===== config.mk =====
export PLATFORM = sky130hd
export DESIGN_NAME = sram_port_controller
export DESIGN_NICKNAME = d
export VERILOG_FILES = /design/src/rtl/vga_sram_pkg.sv /design/src/rtl/sram_addr_counter.sv /design/src/rtl/sram_port_controller.sv
export SDC_FILE = /design/constraint.sdc
export NUM_CORES = 1
export LEC_CHECK = 0
export CORE_MARGIN = 3
export CORE_UTILIZATION = 41
export CTS_BUF_LIST = sky130_fd_sc_hd__clkbuf_8 sky130_fd_sc_hd__clkbuf_16
export DETAILED_ROUTE_END_ITERATION = 6
export GPL_TIMING_DRIVEN = 0
export PLACE_DENSITY_LB_ADDON = 0.12
export SLEW_MARGIN = 25
export SYNTH_ARGS = -nofsm -noshare
export SYNTH_HDL_FRONTEND = slang
export SYNTH_SLANG_ARGS = --single-unit
export TNS_END_PERCENT = 30

===== constraint.sdc =====
create_clock -name i_clk -period 1.8 [get_ports i_clk]
set_input_delay 0.36 -clock i_clk [delete_from_list [all_inputs] [get_ports i_clk]]
set_output_delay 0.36 -clock i_clk [all_outputs]
set_load 0.01 [all_outputs]

===== src/rtl/vga_sram_pkg.sv =====
// Shared definitions for the VGA frame-buffer SRAM port controller.
//   state_e      : controller FSM states
//   *_DEF        : default frame geometry and SRAM bus widths
package vga_sram_pkg;

  typedef enum logic [2:0] {
    IDLE      = 3'd0,
    WRITE     = 3'd1,
    WR_STROBE = 3'd2,
    TURN      = 3'd3,
    READ      = 3'd4
  } state_e;

  localparam int N_DEF          = 640;
  localparam int M_DEF          = 480;
  localparam int ADDR_WIDTH_DEF = 20;
  localparam int DATA_WIDTH_DEF = 16;

endpackage


===== src/rtl/sram_addr_counter.sv =====
// Frame address counter for the SRAM port controller.
// Counts 0 .. N*M-1 and wraps back to 0.
//   i_clk, i_rst : clock, asynchronous active-low reset
//   clear        : synchronous return to address 0 (wins over inc)
//   inc          : advance by one word, wrapping after the last frame word
//   addr         : current word address (registered)
//   last         : addr is the final word of the frame
module sram_addr_counter
  import vga_sram_pkg::*;
#(
  parameter int N          = N_DEF,
  parameter int M          = M_DEF,
  parameter int ADDR_WIDTH = ADDR_WIDTH_DEF
) (
  input  logic                  i_clk,
  input  logic                  i_rst,
  input  logic                  clear,
  input  logic                  inc,
  output logic [ADDR_WIDTH-1:0] addr,
  output logic                  last
);

  localparam longint unsigned FRAME_WORDS = longint'(N) * longint'(M);
  localparam longint unsigned ADDR_SPACE  = 64'd1 << ADDR_WIDTH;
  localparam logic [ADDR_WIDTH-1:0] LAST_ADDR = ADDR_WIDTH'(N * M - 1);

  // Refuse to build a counter that cannot reach every frame word.
  if (FRAME_WORDS > ADDR_SPACE || FRAME_WORDS == 0) begin : g_frame_size_chk
    $error("sram_addr_counter: N*M does not fit in ADDR_WIDTH bits");
  end

  logic [ADDR_WIDTH-1:0] addr_q, addr_d;

  assign last = (addr_q == LAST_ADDR);
  assign addr = addr_q;

  always_comb begin
    addr_d = addr_q;
    if (clear) begin
      addr_d = '0;
    end else if (inc) begin
      addr_d = last ? '0 : addr_q + ADDR_WIDTH'(1);
    end
  end

  always_ff @(posedge i_clk or negedge i_rst) begin
    if (!i_rst) begin
      addr_q <= '0;
    end else begin
      addr_q <= addr_d;
    end
  end

endmodule


===== src/rtl/sram_port_controller.sv =====
// Single-port asynchronous SRAM controller for a VGA frame buffer.
// A writer streams one frame of words in (valid/ready), a VGA scanner
// reads them back one word per active pixel strobe.
//   i_clk, i_rst            : clock, asynchronous active-low reset
//   i_WE_n / i_OE_n         : write-window / read-mode requests (active low)
//   i_addr_inc              : read strobe from the VGA active region
//   i_wr_valid, i_wr_data   : write word offered; o_wr_ready accepts it
//   i_dq_in / o_dq_out      : SRAM DQ input / output path
//   o_dq_oe                 : DQ driver enable (tristate lives above)
//   o_sram_addr, o_sram_*_n : SRAM address and active-low strobes
//   o_rd_data, o_rd_valid   : read word and its one-cycle qualifier
//   o_frame_done            : one-cycle pulse after the final frame word
// Every output except o_wr_ready is a flop, so the SRAM pins never glitch.
module sram_port_controller
  import vga_sram_pkg::*;
#(
  parameter int N          = N_DEF,
  parameter int M          = M_DEF,
  parameter int ADDR_WIDTH = ADDR_WIDTH_DEF,
  parameter int DATA_WIDTH = DATA_WIDTH_DEF
) (
  input  logic                  i_clk,
  input  logic                  i_rst,
  input  logic                  i_WE_n,
  input  logic                  i_OE_n,
  input  logic                  i_addr_inc,
  input  logic                  i_wr_valid,
  input  logic [DATA_WIDTH-1:0] i_wr_data,
  output logic                  o_wr_ready,
  input  logic [DATA_WIDTH-1:0] i_dq_in,
  output logic [DATA_WIDTH-1:0] o_dq_out,
  output logic                  o_dq_oe,
  output logic [ADDR_WIDTH-1:0] o_sram_addr,
  output logic                  o_sram_we_n,
  output logic                  o_sram_oe_n,
  output logic                  o_sram_ce_n,
  output logic                  o_sram_ub_n,
  output logic                  o_sram_lb_n,
  output logic [DATA_WIDTH-1:0] o_rd_data,
  output logic                  o_rd_valid,
  output logic                  o_frame_done
);

  state_e state_q, state_d;

  logic addr_clear, addr_step, addr_last;
  logic wr_fire, rd_strobe;

  logic                  we_n_q, we_n_d;
  logic                  oe_n_q, oe_n_d;
  logic                  ce_n_q, ce_n_d;
  logic                  dq_oe_q, dq_oe_d;
  logic [DATA_WIDTH-1:0] dq_out_q, dq_out_d;
  logic [DATA_WIDTH-1:0] rd_data_q, rd_data_d;
  logic                  rd_valid_q, rd_valid_d;
  logic                  frame_done_q, frame_done_d;

  // Ready is the only combinational output: it must reflect the current
  // state so that a word offered in WRITE is taken in that same cycle.
  assign o_wr_ready = (state_q == WRITE);
  assign wr_fire    = i_wr_valid && o_wr_ready;
  assign rd_strobe  = (state_q == READ) && i_addr_inc;

  sram_addr_counter #(
    .N          (N),
    .M          (M),
    .ADDR_WIDTH (ADDR_WIDTH)
  ) u_addr_counter (
    .i_clk (i_clk),
    .i_rst (i_rst),
    .clear (addr_clear),
    .inc   (addr_step),
    .addr  (o_sram_addr),
    .last  (addr_last)
  );

  always_comb begin
    state_d    = state_q;
    addr_clear = 1'b0;
    addr_step  = 1'b0;
    case (state_q)
      IDLE: begin
        // Write has priority when both requests arrive together.
        if (!i_WE_n) begin
          state_d    = WRITE;
          addr_clear = 1'b1;
        end else if (!i_OE_n) begin
          state_d    = READ;
          addr_clear = 1'b1;
        end
      end
      WRITE: begin
        // An accepted word is always strobed, even if the window closes
        // in the same cycle; the window close is honoured afterwards.
        if (wr_fire) begin
          state_d = WR_STROBE;
        end else if (i_WE_n) begin
          state_d = TURN;
        end
      end
      WR_STROBE: begin
        addr_step = 1'b1;
        if (addr_last || i_WE_n) begin
          state_d = TURN;
        end else begin
          state_d = WRITE;
        end
      end
      TURN: begin
        state_d = IDLE;
      end
      READ: begin
        addr_step = i_addr_inc;
        if (i_OE_n || !i_WE_n) begin
          state_d = TURN;
        end
      end
      default: begin
        state_d = IDLE;
      end
    endcase
  end

  // Pin values are decoded from the next state so the registered outputs
  // line up with the state they belong to.
  always_comb begin
    we_n_d       = (state_d != WR_STROBE);
    oe_n_d       = (state_d != READ);
    ce_n_d       = (state_d == IDLE);
    dq_oe_d      = (state_d == WRITE) || (state_d == WR_STROBE);
    dq_out_d     = wr_fire ? i_wr_data : dq_out_q;
    rd_data_d    = rd_strobe ? i_dq_in : rd_data_q;
    rd_valid_d   = rd_strobe;
    frame_done_d = (state_q == WR_STROBE) && addr_last;
  end

  // Async reset parks the pins immediately, so a reset landing in the
  // middle of a write strobe releases WE and the DQ driver at once.
  always_ff @(posedge i_clk or negedge i_rst) begin
    if (!i_rst) begin
      state_q      <= IDLE;
      we_n_q       <= 1'b1;
      oe_n_q       <= 1'b1;
      ce_n_q       <= 1'b1;
      dq_oe_q      <= 1'b0;
      dq_out_q     <= '0;
      rd_data_q    <= '0;
      rd_valid_q   <= 1'b0;
      frame_done_q <= 1'b0;
    end else begin
      state_q      <= state_d;
      we_n_q       <= we_n_d;
      oe_n_q       <= oe_n_d;
      ce_n_q       <= ce_n_d;
      dq_oe_q      <= dq_oe_d;
      dq_out_q     <= dq_out_d;
      rd_data_q    <= rd_data_d;
      rd_valid_q   <= rd_valid_d;
      frame_done_q <= frame_done_d;
    end
  end

  assign o_sram_we_n  = we_n_q;
  assign o_sram_oe_n  = oe_n_q;
  assign o_sram_ce_n  = ce_n_q;
  assign o_sram_ub_n  = ce_n_q;
  assign o_sram_lb_n  = ce_n_q;
  assign o_dq_oe      = dq_oe_q;
  assign o_dq_out     = dq_out_q;
  assign o_rd_data    = rd_data_q;
  assign o_rd_valid   = rd_valid_q;
  assign o_frame_done = frame_done_q;

endmodule


# ---- Word-level counts from Yosys, hierarchy flattened
# Index checks and enable logic that the tools add are counted.
dict set report totals {
  ff_bits 61
  in_bits 38
  output_inout_bits 61
}
dict set report classes {
  addsub 1
  n_eq_ne 8
  mux 14
  reduce_logical 10
}
# cell n
set op_table {}
lappend op_table {{$mux W20} 3}
lappend op_table {{$add A20 B1 Y20 const B} 1}
lappend op_table {{$eq A20 B19 Y1 const B} 1}
lappend op_table {{$mux W3} 5}
lappend op_table {{$pmux W3 S4} 1}
lappend op_table {{$eq A3 B1 Y1 const B} 2}
lappend op_table {{$eq A3 B2 Y1 const B} 2}
lappend op_table {{$logic_not A3 Y1} 2}
lappend op_table {{$eq A3 B3 Y1 const B} 1}
lappend op_table {{$logic_and A1 B1 Y1} 3}
lappend op_table {{$logic_or A1 B1 Y1} 3}
lappend op_table {{$mux W1} 3}
lappend op_table {{$ne A3 B2 Y1 const B} 1}
lappend op_table {{$ne A3 B3 Y1 const B} 1}
lappend op_table {{$mux W2} 1}
lappend op_table {{$pmux W1 S2} 1}
lappend op_table {{$reduce_bool A2 Y1} 1}
lappend op_table {{$logic_not A1 Y1} 1}

# ---- Depth between registers and ports, before layout
dict set report logic_depth {
  depth_word 6
  depth_mapped 7
  ltp_nobuf 6
}

# ---- Cells and area by module
# A second synthesis with hierarchy kept.
dict set report hier_totals {
  hier_cells 249
  area_unflattened_um2 2864.0
}
# module instances cells_per_inst area_each_um2
set modules_own_cells {}
lappend modules_own_cells {sram_port_controller 1 112 1651.6}
lappend modules_own_cells {sram_addr_counter 1 137 1212.4}

# ---- Least setup slack after synthesis
# No wires, ideal clock.
dict set report synth_timing {
  path_kind {flip-flop to flip-flop}
  from {register u_addr_counter.addr_q[0] (netlist: u_addr_counter.addr[0])}
  to {register u_addr_counter.addr_q[19] (netlist: u_addr_counter.addr[19])}
  setup_ns 0.121
  arrival_time_ns 1.775
  setup_slack_ns -0.096
  path_stages_with_launch 8
  n_path_buf 1
  period_less_slack_ns 1.896
  path_cell_list {dfrtp_1 ha_1 nand3_1 nor2_1 a31o_2 buf_6 o21ai_1 a22o_1}
}
dict set report synth_between {
  elab_chain_len 4
  word_cells_on_any_way 5
  cone_classes {add/sub: 1; eq/ne: 1; mux: 3}
}
# element line_no
set synth_lines {}
lappend synth_lines {{from (decl)} sram_addr_counter.sv:32} ;# logic [ADDR_WIDTH-1:0] addr_q, addr_d;
lappend synth_lines {{from (signal assigned)} sram_addr_counter.sv:50} ;# addr_q <= addr_d;
lappend synth_lines {{$add A20 B1 Y20 / $eq A20 B19 Y1 (equally long branches)} {sram_addr_counter.sv:42, sram_addr_counter.sv:34}}
lappend synth_lines {{$mux W20 *} sram_addr_counter.sv:42} ;# addr_d = last ? '0 : addr_q + ADDR_WIDTH'(1);
lappend synth_lines {{$mux W20 *} sram_addr_counter.sv:41} ;# end else if (inc) begin
lappend synth_lines {{$mux W20 *} sram_addr_counter.sv:39} ;# if (clear) begin
# Mark *: on every way between the ends. The rest lies on a longest branch, timed or not. The select of a mux whose other input is x is not followed.
# A chain may end at the register's enable or synchronous reset.

# ---- Worst setup path after layout
dict set report layout_timing {
  from {register u_addr_counter.addr_q[16] (netlist: u_addr_counter.addr[16])}
  to {register u_addr_counter.addr_q[7] (netlist: u_addr_counter.addr[7])}
}
dict set report layout_between {
  elab_chain_len 4
}
# element line_no
set layout_lines {}
lappend layout_lines {{$eq A20 B19 Y1} sram_addr_counter.sv:34} ;# assign last = (addr_q == LAST_ADDR);
lappend layout_lines {{$mux W20} sram_addr_counter.sv:42}
lappend layout_lines {{$mux W20} sram_addr_counter.sv:41}
lappend layout_lines {{$mux W20} sram_addr_counter.sv:39}
# No other way between the ends. The select of a mux whose other input is x is not followed.

==> metrics.md <==
| Metric | Value |
|---|---|
| CP max stage cell | or4_4 |
| Delay of the slowest critical-path stage | about 0.53 ns |
| Crit-path max FO | 5 |
| Port bufs | between 90 and 100 |
| Status | complete, but fails checks |
| Ports | slightly below 100 |
| CP Launch Type | flop |
| Post-synthesis cell count | roughly 280 |
| Post-Place Cells | roughly 470 |
| CP required | slightly above 2 ns |
| RSZ-0062 raised after global routing | true |
| Via count | 2674 |
| Final Max Slew Viols | 0 |
| Post-DRT Antenna Nets | 0 |
| Final period util | 107% |
| Synth top area share | between 50% and 60% |
| Clock slew at reported path FFs | 0.08 ns |
| Synth area leader | dfrtp_1 |
| Register area share after synthesis | around 53% |
| Main synth FF type | dfrtp_1 |
| Share of cells above drive strength 1 | roughly a quarter |
| Number of global-route vias before repair | between 2000 and 3000 |
| Finished Cell Area | ~4600 µm² |
| Clock skew | 0.0126 ns |
| Min cycle time layout | roughly 1.9 ns |
| CTS tree | built |
| CTS Sinks | about 60 |
| Synth top area cells | dfrtp_1, nand2_1, mux2_2, dfstp_2, o21ai_0 |
| WHS | ~0.46 ns |
| Clock root buffer | clkbuf_8 |
| Flop2flop setup slack | -0.13 ns |
| Initial DRC Count | 148 |
| EDFF count, synth | 0 |
| Antenna diode count | 0 |
| Final Hold Violating Endpoints | 0 |
| Starting Density | about 44% |
| Area Growth Syn to Fin | 59.8% |
| Area of the mapped netlist | approximately 2900 µm² |
| Post-placement cell area | 4020 µm² |
| Synth Area per Inst | 10.3 µm² |
| Failing checks | setup timing |
| Crit Path Category | reg -> reg |
| Library cells used by synthesis | between 50 and 60 |
| 1st-pass router iterations | 4 |
| Residual DRC | 0 |
| Worst-Margin Slew | ~0.53 ns |
| Max cap viols | 0 |
| Clk buf depth | 2 |
| Crit path DAT | 2.16 ns |
| Share of synthesized registers carrying an async set or reset | 100% |
| Worst-skew pair later-pin latency | between 0.3 and 0.4 ns |
| Net Count, Synth | around 320 |
| Max transition margin | roughly two thirds |
| Vias per cell | just over 5 |
| First-pass GRT wire length | 12.9 mm |
| Final Worst Setup Slack | -0.129 ns |
| Fmax | just over 500 MHz |
| Pwr per Cell Area | around 1400 nW/µm² |
| Placer congestion estimate | slightly above 0.8 |
| DIE HEIGHT | between 80 and 90 µm |
| Nets | between 400 and 500 |
| Leak | between 2 and 2.5 nW |
| Die ar. | roughly 8000 µm² |
| Drt wl/cell | between 15 and 20 µm |
| Placement Rows | 29 |
| Critical path, cell by cell | or4_4, nor2_4, a31o_4, clkbuf_16, o21ai_0, o2bb2ai_1 |
| Largest net degree at the start of global routing | 40 |
| Post-DP HPWL | between 5 and 6 mm |
| Yosys warning total | 0 |
| Min-Delay Path Class | in -> async |
| H-tree level count | 3 |
| VDD IR max | between 0.9 and 1 mV |
| CTS Buf Count | 9 |
| Initial antenna violation count | 0 |
| Critical Path End Type | flop |
| Core Area | 6570 µm² |
| Post-route insts no fill | between 500 and 600 |
| Die X | between 80 and 90 µm |
| Routed wire length | between 8 and 9 mm |
| FF+latch count, synth | 61 |
| Grt total ovfl | 0 |
| Total track usage | between 15 and 20% |
| Final setup violation count | 14 |
[flip-flops by register name (all words and copies together), names as in the netlist]
register             flops
o_dq_oe                  1
o_sram_we_n              1
state_q                  3
o_dq_out                16
u_addr_counter.addr     20
o_rd_valid               1
o_frame_done             1
o_rd_data               16
o_sram_ce_n              1
o_sram_oe_n              1
[stage by stage]
step | total power, mW | setup WS [ns] | utilization (%) | TNS, ns
2_1_floorplan | 3.38 | -0.0108 | - | -0.0189
6_report | 6.37 | -0.129 | 70.1 | -1.04
4_1_cts | 6.17 | -0.0629 | 67.3 | -0.359
5_1_grt | 6.74 | -0.178 | 70.1 | -2.20
3_3_place_gp | 4.61 | -1.88 | 60.9 | -113.92
3_5_place_dp | 4.68 | -0.563 | 61.2 | -15.47
[synth_stat cells, drive strengths merged, types with 2 or more instances]
master and number:
nand4 7, nand2b 3, or2 2, clkbuf 4, nor3 9, a21o 4
nor4 4, o22ai 2, o21ai 15, nand3 9, nor2 19, and2 2
mux2 16, nor2b 2, o31ai 2, o2bb2ai 3, inv 8, nand2 65
buf 6, mux2i 3, nor4b 2, a22o 8, or4 2, a21oi 5
and3 3, dfrtp 58, dfstp 3
[timing repair]
item	CTS	global route
gates resized for setup	29	23
pin swaps	7	13
endpoints found under the setup margin	44	44
hold buffers	1	0
setup buffers	13	13
endpoints found under the hold margin	22	0
gates cloned	1	1
[final timing paths]
kind	cells after the start	startpoint	endpoint
setup / recovery	6	u_addr_counter.addr[16]	u_addr_counter.addr[7]
hold / removal	2	i_rst	o_rd_data[7]
setup reg to reg	6	u_addr_counter.addr[16]	u_addr_counter.addr[7]
hold reg to reg	2	o_dq_out[6]	o_dq_out[6]
max in group asynchronous	3	i_rst	o_sram_ce_n
min in group i_clk	2	o_dq_out[6]	o_dq_out[6]
[cell families (layout without fill, tap and decap cells)]
kind of cell / count (synthesis) / count (layout) / share of synthesized area (%)
and+or+nand+nor: 132 / 132 / 23.4
AOI/OAI and AO/OA: 47 / 48 / 12.4
muxes: 19 / 19 / 7.30
adders and majority gates: 1 / 1 / 0.435
DFF: 61 / 61 / 53.2
buffers and inverters: 18 / 161 / 3.00
xor gates and xnor gates: 1 / 1 / 0.304
[critical path: cells and delay by family (launching register included)]
family	cells	cell delay (ns)
AO/OA/AOI/OAI	3	0.54
buffers and inverters	1	0.15
flip-flops	1	0.41
AND/OR/NAND/NOR	2	0.71
[layout by cell type, fill, tap and decap left out, types with 3 or more instances in the layout]
cell,instances
dfstp_2,3
nor3_1,5
mux2i_1,3
buf_6,7
a21o_1,4
and3_1,3
inv_1,9
clkdlybuf4s50_1,88
nand2_1,64
buf_4,29
o2bb2ai_1,3
a21oi_1,5
o21ai_1,4
dlymetal6s2s_1,4
nor2_4,3
nand4_1,6
a22o_1,7
mux2_2,16
dfrtp_1,47
o21ai_0,10
nand3_1,8
nor2_1,14
dfrtp_2,11
clkbuf_8,10
[metal layers]
metal	GRT usage, %	routed length [µm]
met1	25.0	3350
met3	6.76	660
met4	6.39	141
met5	0	0
met2	32.3	4050
[report_power, final]
part	switching [mW]	leakage, nW	internal, mW
sequential	0.325	0.770	1.82
clock	0.552	0.105	0.662
combinational	1.36	1.13	1.64
[cell type report]
cell class                      instances  area [µm²]
Clock buffer                           10         138
Multi-Input combinational cell        201        1390
Sequential cell                        61        1540
Buffer                                 10        83.8
Inverter                                8        30.0
Tap cell                               93         116
Fill cell                             485        1970
Timing Repair Buffer                  127        1240
Clock inverter                          6        55.1
No activity file was read; power rests on OpenSTA's default activity.
